[src/rtl/seg_p2s_shifter.sv]
// Serialises a 64-bit active-low segment image LSB-first into a 74x164 chain.
// Each bit is DIV cycles with s_clk low for setup, then DIV cycles with s_clk high.
module seg_p2s_shifter #(
  parameter int DIV  = 2,
  parameter bit AUTO = 1'b0
) (
  input  logic        clk_i,
  input  logic        rst_i,
  input  logic [63:0] seg_txt_i,
  input  logic        start_i,
  output logic        busy_o,
  output logic        done_o,
  output logic        s_clk_o,
  output logic        s_dat_o,
  output logic        s_pen_o,
  output logic        s_clrn_o
);

  localparam int             DW       = $clog2(DIV) + 1;
  localparam logic [DW-1:0]  DIV_LAST = DW'(DIV - 1);

  typedef enum logic {IDLE, SHIFT} state_t;

  state_t        state_q;
  logic [63:0]   shreg_q;
  logic [5:0]    bitcnt_q;
  logic [DW-1:0] divcnt_q, divcnt_d;
  logic          busy_q, done_q, s_clk_q, s_pen_q, s_clrn_q;
  logic          phase_end, last_bit;

  assign phase_end = (divcnt_q == DIV_LAST);
  assign last_bit  = (bitcnt_q == 6'd63);
  assign divcnt_d  = phase_end ? '0 : divcnt_q + DW'(1);

  always_ff @(posedge clk_i) begin
    if (rst_i) begin
      state_q  <= IDLE;
      shreg_q  <= '0;
      bitcnt_q <= '0;
      divcnt_q <= '0;
      busy_q   <= 1'b0;
      done_q   <= 1'b0;
      s_clk_q  <= 1'b0;
      s_pen_q  <= 1'b1;
      s_clrn_q <= 1'b0;
    end else begin
      s_clrn_q <= 1'b1;
      done_q   <= 1'b0;
      case (state_q)
        IDLE: begin
          if (start_i || AUTO) begin
            state_q  <= SHIFT;
            shreg_q  <= seg_txt_i;
            bitcnt_q <= '0;
            divcnt_q <= '0;
            busy_q   <= 1'b1;
            s_pen_q  <= 1'b0;
            s_clk_q  <= 1'b0;
          end
        end
        SHIFT: begin
          divcnt_q <= divcnt_d;
          if (phase_end) begin
            if (!s_clk_q) begin
              s_clk_q <= 1'b1;
            end else if (last_bit) begin
              // shreg_q[0] keeps bit 63, so serial data holds the last bit
              state_q <= IDLE;
              busy_q  <= 1'b0;
              s_clk_q <= 1'b0;
              s_pen_q <= 1'b1;
              done_q  <= 1'b1;
            end else begin
              // next bit appears together with the falling serial clock
              s_clk_q  <= 1'b0;
              shreg_q  <= {1'b0, shreg_q[63:1]};
              bitcnt_q <= bitcnt_q + 6'd1;
            end
          end
        end
        default: state_q <= IDLE;
      endcase
    end
  end

  assign busy_o   = busy_q;
  assign done_o   = done_q;
  assign s_clk_o  = s_clk_q;
  assign s_dat_o  = shreg_q[0];
  assign s_pen_o  = s_pen_q;
  assign s_clrn_o = s_clrn_q;

endmodule

[config.mk]
export PLATFORM = sky130hd
export DESIGN_NAME = seg_p2s_shifter
export DESIGN_NICKNAME = d
export VERILOG_FILES = /design/src/rtl/seg_p2s_shifter.sv
export SDC_FILE = /design/constraint.sdc
export NUM_CORES = 1
export LEC_CHECK = 0
export ABC_AREA = 1
export BUFFER_PORTS_ARGS = -buffer_cell sky130_fd_sc_hd__buf_2
export CAP_MARGIN = 40
export CORE_ASPECT_RATIO = 0.9
export CORE_UTILIZATION = 59
export CTS_CLUSTER_DIAMETER = 200
export DETAILED_ROUTE_END_ITERATION = 7
export PLACE_DENSITY_LB_ADDON = 0.3
export SLEW_MARGIN = 30
export SYNTH_ARGS = -nofsm -noshare
export SYNTH_HDL_FRONTEND = slang
export SYNTH_SLANG_ARGS = --single-unit
[constraint.sdc]
create_clock -name clk_i -period 2.9 [get_ports clk_i]
set_input_delay 0.145 -clock clk_i [delete_from_list [all_inputs] [get_ports clk_i]]
set_output_delay 0.145 -clock clk_i [all_outputs]
set_load 0.01 [all_outputs]
---- After elaboration in Yosys (flattened, before gate mapping) ----
Index checks and enable logic that the tools add are counted.
cells by class
  reduce and logical (&&, ||, !) cells .... 4
  $add $sub $neg .......................... 2
  multiplexer cells ....................... 33
  bitwise gates (word level) .............. 3
  multiply operators ...................... 0
  $lt $le $gt $ge ......................... 0
  divide/modulo/power cells ............... 0
  equal/unequal tests ..................... 7
  shift operators ......................... 0
operators with widths
  kind                 number
  $mux 64              4
  $pmux 64 s2          1
  $mux 6               4
  $mux 1               16
  $pmux 6 s2           1
  $pmux 1 s2           4
  $reduce_and 4->1     2
  $add 6x1->6 const B  1
  $eq 6x6->1 const B   1
  $ne 2x1->1 const B   3
  $mux 2               2
  $ne 2x2->1 const B   2
  $pmux 2 s2           1
  $reduce_or 4->1      1
  $not 1->1            3
  $add 2x1->2 const B  1
  $eq 2x1->1 const B   1
  $reduce_and 2->1     1
word-level totals
  bits in writable memories ............... 0
  flip-flop bits (word level) ............. 78
  logic and storage cells ................. 58
  bits in latches ......................... 0
  memory bits (read-only) ................. 0
  memories kept ........................... 0
  input port bits ......................... 67

---- Depth between registers and ports, before layout ----
Gate-level depths: netlist of the first run.
  depth after elaboration ................. 5
  mapped depth ............................ 11

---- Worst setup path before layout of the first run ----
No wires, ideal clock.
  path type ............................... flip-flop to flip-flop
  from .................................... reg bitcnt_q[0]
  to ...................................... reg shreg_q[0]
  data required time ...................... 2787 ps
  arrival time ............................ 1377 ps
  cell stages (with the launch flop) ...... 9
  period minus slack after synthesis ...... 1490 ps
  path slack .............................. 1410 ps
  path buffers ............................ 2
  path through ............................ dfxtp_1 > ha_1 > nand3_1 > nor3_2 > nor2_2 > buf_4 > buf_4 > nor2_1 > nor2_1
on the way
  longest elaborated chain between the ends .. 3
RTL lines
  what                        line  source
  from (decl)                 26    logic [5:0] bitcnt_q;
  from (signal assigned)      77    bitcnt_q <= bitcnt_q + 6'd1;
  $eq 6x6->1                  32    assign last_bit = (bitcnt_q == 6'd63);
  $ne 2x2->1 (no line)        --
  $reduce_and 4->1 (no line)  --
  to (signal assigned)        53    shreg_q <= seg_txt_i;
  to (signal assigned)        76    shreg_q <= {1'b0, shreg_q[63:1]};
  to (decl)                   25    logic [63:0] shreg_q;
No other way between the ends.
A chain may end at the register's enable or synchronous reset.

---- Worst setup path in the final report of the first run ----
  from .................................... reg state_q
  to ...................................... reg shreg_q[14]
on the way
  longest elaborated chain between the ends .. 3
  elaborated cells between the ends (all ways) .. 7
  those cells by class .................... 4 x eq/ne; 1 x mux; 1 x bitwise; 1 x reduce/logical
RTL lines
  what                        line  source
  from (decl)                 24    state_t state_q;
  from (signal assigned)      37    state_q <= IDLE;
  from (signal assigned)      52    state_q <= SHIFT;
  from (signal assigned)      68    state_q <= IDLE;
  $not 1->1 (no line)         --
  $ne 2x2->1 (no line)        --
  $reduce_and 4->1 (no line)  --
Parallel ways exist; a longest one is shown, timed or not.

==> results of run 1 <==
worst max-delay path, stage by stage (launching register included):
cell	delay, ns
dfxtp_4	0.72
nand3_1	0.23
nand2_1	0.10
nand2_1	0.08
nor2_4	0.41
buf_12	0.29
nand2_1	0.09
nand2_1	0.07
nor2_1	0.04
Yosys cell counts, types with 2 or more instances:
cell	n
buf_4	11
a21oi_1	7
clkbuf_1	3
nor2_2	2
nand2_1	155
nor2_1	139
o21ai_0	2
buf_1	4
inv_2	2
dfxtp_1	78
mux2i_1	63
nand3_1	12
buf_2	12
inv_1	12
power by group:
group | total (W) | internal [W] | switching [W] | leakage [nW]
sequential | 0.00121 | 0.00116 | 0.0000577 | 0.642
combinational | 0.000384 | 0.000177 | 0.000207 | 1.28
clock | 0.000920 | 0.000531 | 0.000389 | 0.116
stage by stage:
stage | hold slack (ns) | area (sq um)
after floorplan | 0.309 | 3710
after global placement | 0.439 | 4060
after detailed placement | 0.441 | 4060
after CTS | 0.0691 | 4290
after global routing | 0.0950 | 4290
final | 0.0867 | 4290
cell families after synthesis:
family	Yosys count
adders and majority gates	1
muxes	63
DFF	78
and+or+nand+nor	312
AOI/OAI and AO/OA	11
buffers and inverters	45
xor gates and xnor gates	1
worst paths after layout:
check	cells past startpoint	slack [ns]	end	from
worst min-delay path	3	0.09	shreg_q[63]$_SDFFE_PP0P_	seg_txt_i[63]
worst max register to register	8	0.75	shreg_q[14]$_SDFFE_PP0P_	state_q$_SDFF_PP0_
worst max-delay path	8	0.75	shreg_q[14]$_SDFFE_PP0P_	state_q$_SDFF_PP0_
worst min register to register	2	0.46	divcnt_q[1]$_SDFFE_PP0P_	divcnt_q[1]$_SDFFE_PP0P_
layout make-up:
class / count / share of cell area, %
clock buffer: 11 / 3.53
clock inverter: 5 / 1.90
inverter: 15 / 1.37
multi-input combinational: 388 / 44.8
sequential: 78 / 36.5
tap: 72 / 2.10
timing repair buffer: 77 / 9.85
layer usage:
layer | GRT usage [%] | vias to the layer above | wire (um)
met4 | 8.50 | 0 | 43
met3 | 6.14 | 4 | 391
met2 | 38.8 | 79 | 3420
met1 | 25.4 | 1388 | 3190
li1 | - | 1707 | -
met5 | 0 | - | 0
==> results.cfg, run 1 <==
[flow_run]
max_cap_viol_count = 0

[yosys]
netlist_top_cells_area = dfxtp_1 (42%), mux2i_1 (17%), nand2_1 (16%)
syn_avg_cell_area_sq_um = 7.25
synth_edf_count = 0
synthXorXnorAreaFrac_pct = 0.236
syn_area_sq_um = 3710
syn_inst = 511
synth_nets = 579
synth_ff_type = dfxtp_1
synth_seq_cells = 78
yosysWarningCount = 0
yosys.area.top_type = dfxtp_1
synth_compound_area_share_pct = 1.65
synth_simple_gate_area_share_pct = 32.5
synth_top_family_by_area = simple AND/OR/NAND/NOR gates
synth_fa_ha_area_share_pct = 0.338
ys_types = 23
yosysTopAreaCellShare_pct = 42.1
muxShareOfSynthArea_pct = 17.0
async_reset_ff_share_pct = 0
yosysSeqAreaShare_pct = 42.1

[sta]
hold_viol_final = 0
grt_setup_unrepaired = false
fin_crit_ns = 2.15
relSlewSlack_pct = 59.6
skew_ns = 0.00684
final_max_slew_viol_count = 0
tns_ns = 0
final-setup-viol-count = 0
worst_pin_slew_ns = 0.606
max_freq_mhz = 464
setup_ws_ns = 0.745
min_period_over_period_pct = 74.3

[final_layout]
multi_input_area_sq_um = 1920
ff_latch_area_sq_um = 1570
regMostFlops = shreg_q
final_util_pct = 70.6
n_antenna_cell = 0
reg.largest.list = shreg_q: 64 flops, bitcnt_q: 6 flops, divcnt_q: 2 flops
layout_commonest_cell = nand2_1
final_cell_mix = nand2_1 (155), nor2_1 (139), dfxtp_1 (77)
largest_register_ffs = 64
nNetsFinal = 637
layout-drive-gt1-share_pct = 17.8
final_cells = 646
fill_cells = 501
area_growth_pct = 15.8

[floorplan]
die-area_sq_um = 6600
initial_core_util_pct = 60.9
coreArea_sq_um = 6080
die_x_um = 85.5
ios = 73
die_y_um = 77.2
num_rows = 27

[worst_setup_path]
worstPathArrival_ns = 2.40
cp_data_required_time_ns = 3.14
critPathCaptureType = flop
cp_max_fo = 56
worst_setup_path_start_kind = flop
worstSetupPathType = flop to flop

[placement]
gp_congestion = 0.896
dp_cells = 630
numPortBuffers = 72
place_hpwl_mm = 4.65
place_ws_ns = 0.737

[routing]
drtIter0Drc = 141
drt_pass1_iterations = 4
route.detailed.drc = 0
ant_nets = 0
wl_per_cell_um = 10.9
vias = 3178
wl_mm = 7.04
routed_via_density = 4.92

[clock_tree]
numCtsBuffers = 9
path_clk_slew_ns = 0.07
max-clock-path-buffers = 2
cts_tree = yes
hold_buffers = 0
cts_sinks = 78
cts_setup_buffers = 0
cts_max_level = 3
clockRootBuffer = clkbuf_8
clk_latency_ns = 0.35
cts_resized = 0

[power_and_ir_drop]
finalPower_w = 0.00252
power.leakage_nw = 2.04
powerDensity_nw_per_um2 = 587
worst_ir_drop_vdd_mv = 0.461

[outcome]
outcome = finished clean

[global_routing]
grt_pass1_vias = 2850
overflow = 0
grt_antenna_before_repair = 0
grt_usage_pct = 22.1
grt_pass1_wl_mm = 11.7
grt_max_degree = 57

[min_path]
hp-class = primary input to flop
Note: power is estimated with default switching activity, not from simulation.
==> run 2, diff against run 1 <==
- CORE_UTILIZATION: 59 -> 55
- clock period: 2.9 -> 2 ns (I/O delays scaled with it)
==> results.cfg, run 2 (same netlist as run 1, synthesis figures left out) <==
[sta]
max_freq_mhz = 545
skew_ns = 0.00780
relSlewSlack_pct = 57.9
min_period_over_period_pct = 91.8
hold_viol_final = 0
worst_pin_slew_ns = 0.632
hold_ws_ns = 0.0304
final-setup-viol-count = 0
setup_ws_ns = 0.164
final_max_slew_viol_count = 0
grt_setup_unrepaired = false
fin_crit_ns = 1.84

[clock_tree]
hold_buffers = 0
cts_max_level = 3
clockRootBuffer = clkbuf_8
cts_tree = yes
path_clk_slew_ns = 0.07
cts_sinks = 78
clk_latency_ns = 0.34
numCtsBuffers = 9
max-clock-path-buffers = 2
cts_setup_buffers = 0

[final_layout]
layout_commonest_cell = nand2_1
regMostFlops = shreg_q
final_util_pct = 68.6
reg.largest.list = shreg_q: 64 flops, bitcnt_q: 6 flops, divcnt_q: 2 flops
nNetsFinal = 640
largest_register_ffs = 64
final_cell_mix = nand2_1 (155), nor2_1 (139), dfxtp_1 (77)
area_growth_pct = 17.0
n_antenna_cell = 0
final_area_sq_um = 4340
layout-drive-gt1-share_pct = 17.9
fill_cells = 530

[floorplan]
num_rows = 27
die-area_sq_um = 7070
coreArea_sq_um = 6320
ios = 73
die_y_um = 79.9
initial_core_util_pct = 58.7
die_x_um = 88.5

[routing]
drtIter0Drc = 103
ant_nets = 0
routed_via_density = 4.83
route.detailed.drc = 0
wl_mm = 7.03
drt_pass1_iterations = 4
wl_per_cell_um = 10.6
vias = 3200

[flow_run]
max_cap_viol_count = 0

[power_and_ir_drop]
finalPower_w = 0.00370
worst_ir_drop_vdd_mv = 0.628
power.leakage_nw = 2.06
powerDensity_nw_per_um2 = 854

[global_routing]
grt_usage_pct = 21.3
grt_pass1_vias = 2857
grt_max_degree = 79
grt_pass1_wl_mm = 11.7
overflow = 0
grt_antenna_before_repair = 0

[worst_setup_path]
cp_max_fo = 78
cp_data_required_time_ns = 2.23
critPathCaptureType = flop
worstPathArrival_ns = 2.07
r2r_cells = 9
worst_setup_path_start_kind = flop
worstSetupPathType = flop to flop

[placement]
gp_congestion = 0.817
numPortBuffers = 72
place_ws_ns = -0.00163
place_hpwl_mm = 4.62
post_dp_cell_area_sq_um = 4090

[min_path]
hold_depth = 3
hp-class = primary input to flop

[outcome]
outcome = finished clean
## run 2: changes by cell type in the layout (fill, tap and decap cells not counted)
cell	delta
bufinv_16	+1
clkbuf_1	+1
clkbuf_8	-1
nor2_2	+1
buf_4	+2
clkinv_4	-1
clkinvlp_4	-1
## run 2: timing repair
action,in CTS,in global routing
gates resized for setup,0,0
endpoints found under the setup margin,3,2
gates cloned,1,0
pin swaps,1,1
## run 2: power by group
part           switching (W)  internal, W
Combinational       0.000322     0.000257
Sequential         0.0000635      0.00168
Clock               0.000527     0.000855
Total               0.000913      0.00279
## run 2: worst paths after layout
check                           startpoint                        to  slack, ns
setup / recovery        state_q$_SDFF_PP0_   shreg_q[9]$_SDFFE_PP0P_       0.16
hold / removal               seg_txt_i[63]  shreg_q[63]$_SDFFE_PP0P_       0.03
hold reg to reg   divcnt_q[1]$_SDFFE_PP0P_  divcnt_q[1]$_SDFFE_PP0P_       0.45
setup reg to reg        state_q$_SDFF_PP0_   shreg_q[9]$_SDFFE_PP0P_       0.16
## run 2: critical path: stages, from the launching register on
cell,delay [ns]
dfxtp_4,0.36
inv_4,0.09
nand2_2,0.08
nand2_1,0.07
nand2_1,0.13
nor2_4,0.41
buf_12,0.34
nand2_1,0.10
nand2_1,0.08
nor2_1,0.04
## run 2: through the flow
| step | cells | setup TNS, ns |
|---|---|---|
| 6_report | 663 | 0 |
| 5_1_grt | 663 | 0 |
| 4_1_cts | 663 | 0 |
| 3_5_place_dp | 647 | -0.00163 |
| 3_3_place_gp | 647 | 0 |
| 2_1_floorplan | 511 | 0 |
## run 2: final cells by class
type,count,area (sq um),area share [%]
inverter,15,58.8,1.36
timing repair buffer,79,438,10.1
clock buffer,11,141,3.26
clock inverter,4,95.1,2.19
sequential,78,1570,36.1
multi-input combinational,389,1930,44.5
tap,87,109,2.51
## run 2: per-layer routing
metal | routed length [um] | global-route usage [%] | up-vias | part of all wire (%)
li1 | - | - | 1719 | -
met1 | 3290 | 23.5 | 1402 | 47
met2 | 3300 | 38.0 | 73 | 47
met3 | 358 | 7.65 | 6 | 5.1
met4 | 80 | 6.29 | 0 | 1.1
met5 | 0 | 0 | - | 0
==> run 3, diff against run 2 <==
- CORE_UTILIZATION: 55 -> 25
- PLACE_DENSITY: unset -> 0.49
- PLACE_DENSITY_LB_ADDON: 0.3 -> unset
==> results.cfg, run 3 (same netlist as run 1, synthesis figures left out) <==
[routing]
drt_pass1_iterations = 4
ant_nets = 0
route.detailed.drc = 0
drtIter0Drc = 117
vias = 3192
wl_mm = 7.78
wl_per_cell_um = 10.1
routed_via_density = 4.15

[power_and_ir_drop]
worst_ir_drop_vdd_mv = 0.530
internal_power_w = 0.00295
power_frac_seq_pct = 44.0
power.switching_w = 0.00101
pwr-share-comb_pct = 14.8
powerDensity_nw_per_um2 = 869
power.leakage_nw = 2.10
p_clk_share_pct = 41.2
swShare_pct = 25.5

[clock_tree]
cts_resized = 0
numCtsBuffers = 9
clk_latency_ns = 0.34
clockRootBuffer = clkbuf_16
cts_max_level = 3
max-clock-path-buffers = 2
cts_sinks = 78
hold_buffers = 0
cts_tree = yes
cts_setup_buffers = 0
path_clk_slew_ns = 0.06

[floorplan]
die_y_um = 118
die_x_um = 130
num_rows = 41
die-area_sq_um = 15300
ios = 73
initial_core_util_pct = 26.0
coreArea_sq_um = 14300

[worst_setup_path]
critPathCaptureType = flop
cpMostUsedCell = nand2_1
worstPathArrival_ns = 1.92
cp_data_required_time_ns = 2.27
worstSetupPathType = flop to flop
worst_setup_path_start_kind = flop
max_stage_delay_ns = 0.41
slowest_stage = dfxtp_1
cp_cell_sequence = ha_1 -> nand3_1 -> nor3_2 -> nor2_4 -> buf_4 -> nand2_1 -> nand2_1 -> nor2_1
cp_max_fo = 25

[global_routing]
grt_max_degree = 62
grt_pass1_wl_mm = 13.3
grt_antenna_before_repair = 0
grt_pass1_vias = 2986
overflow = 0
grt_usage_pct = 11.0

[final_layout]
n_antenna_cell = 0
reg.largest.list = shreg_q: 64 flops, bitcnt_q: 6 flops, divcnt_q: 2 flops
layout_commonest_cell = nand2_1
final_cell_mix = nand2_1 (155), nor2_1 (139), dfxtp_1 (77)
regMostFlops = shreg_q
layout-drive-gt1-share_pct = 18.1
area_growth_pct = 23.0
fill_cells = 1602
nNetsFinal = 639
final_cells = 769
largest_register_ffs = 64

[sta]
worst_pin_slew_ns = 0.443
tns_ns = 0
hold_viol_final = 0
skew_ns = 0.00745
grt_setup_unrepaired = false
min_period_over_period_pct = 82.5
final-setup-viol-count = 0
final_max_slew_viol_count = 0
fin_crit_ns = 1.65
max_freq_mhz = 606
relSlewSlack_pct = 70.4

[placement]
place_hpwl_mm = 5.16
numPortBuffers = 72
dp_cells = 753
gp_congestion = 0.741

[flow_run]
max_cap_viol_count = 0

[min_path]
hp-class = primary input to flop

[outcome]
outcome = finished clean
==> run 3: changes by cell type in the layout (fill, tap and decap cells not counted), sizes merged <==
cell      delta
bufinv       -3
clkbuf       +3
clkinvlp     +1
nor2         -1
==> run 3: cell type report <==
type	instances	area (sq um)	area share [%]
Tap cell	193	241	5.30
Sequential cell	78	1570	34.3
Clock buffer	14	294	6.45
Inverter	15	58.8	1.29
Timing Repair Buffer	79	463	10.2
Multi-Input combinational cell	388	1920	42.2
Clock inverter	2	12.5	0.275
==> run 3: routing by layer <==
layer | routed length, um | up-vias | part of all wire, % | GRT usage (%)
li1 | - | 1717 | - | -
met2 | 3660 | 56 | 47 | 18.9
met1 | 3530 | 1408 | 45 | 12.0
met5 | 0 | - | 0 | 0
met4 | 132 | 0 | 1.7 | 4.53
met3 | 457 | 11 | 5.9 | 4.05
==> run 3: worst max-delay path: cells and delay by family (launching register included) <==
family,cells,cell delay [ns]
flops,1,0.41
fa+ha+maj,1,0.21
buf+inv,1,0.22
simple gates,6,0.73
==> run 3: metrics by stage <==
| step | hold slack, ns | cell area, sq um | worst slack, ns | total power, W | utilization [%] |
|---|---|---|---|---|---|
| after floorplan | 0.264 | 3710 | 0.510 | 0.00222 | - |
| after global placement | 0.381 | 4250 | 0.394 | 0.00236 | 29.8 |
| after detailed placement | 0.384 | 4250 | 0.362 | 0.00237 | 29.8 |
| after CTS | 0.0183 | 4560 | 0.352 | 0.00406 | 32.0 |
| after global routing | 0.0228 | 4560 | 0.120 | 0.00421 | 32.0 |
| final | 0.0390 | 4560 | 0.350 | 0.00396 | 32.0 |
==> run 3: path summary, 6_finish.rpt <==
path / start / to / slack (ns) / cells past startpoint
worst max-delay path: bitcnt_q[0]$_SDFFE_PP0P_ / shreg_q[51]$_SDFFE_PP0P_ / 0.35 / 8
worst min-delay path: seg_txt_i[63] / shreg_q[63]$_SDFFE_PP0P_ / 0.04 / 3
worst max register to register: bitcnt_q[0]$_SDFFE_PP0P_ / shreg_q[51]$_SDFFE_PP0P_ / 0.35 / 8
worst min register to register: divcnt_q[1]$_SDFFE_PP0P_ / divcnt_q[1]$_SDFFE_PP0P_ / 0.45 / 2
==> run 3: power by group through the flow <==
| stage | sequential, W | combinational, W | clock, W |
|---|---|---|---|
| floorplan | 0.00176 | 0.000454 | 0 |
| global placement | 0.00177 | 0.000586 | 0 |
| detailed placement | 0.00178 | 0.000598 | 0 |
| CTS | 0.00174 | 0.000599 | 0.00172 |
| global route | 0.00176 | 0.000681 | 0.00177 |
| finish | 0.00174 | 0.000586 | 0.00163 |
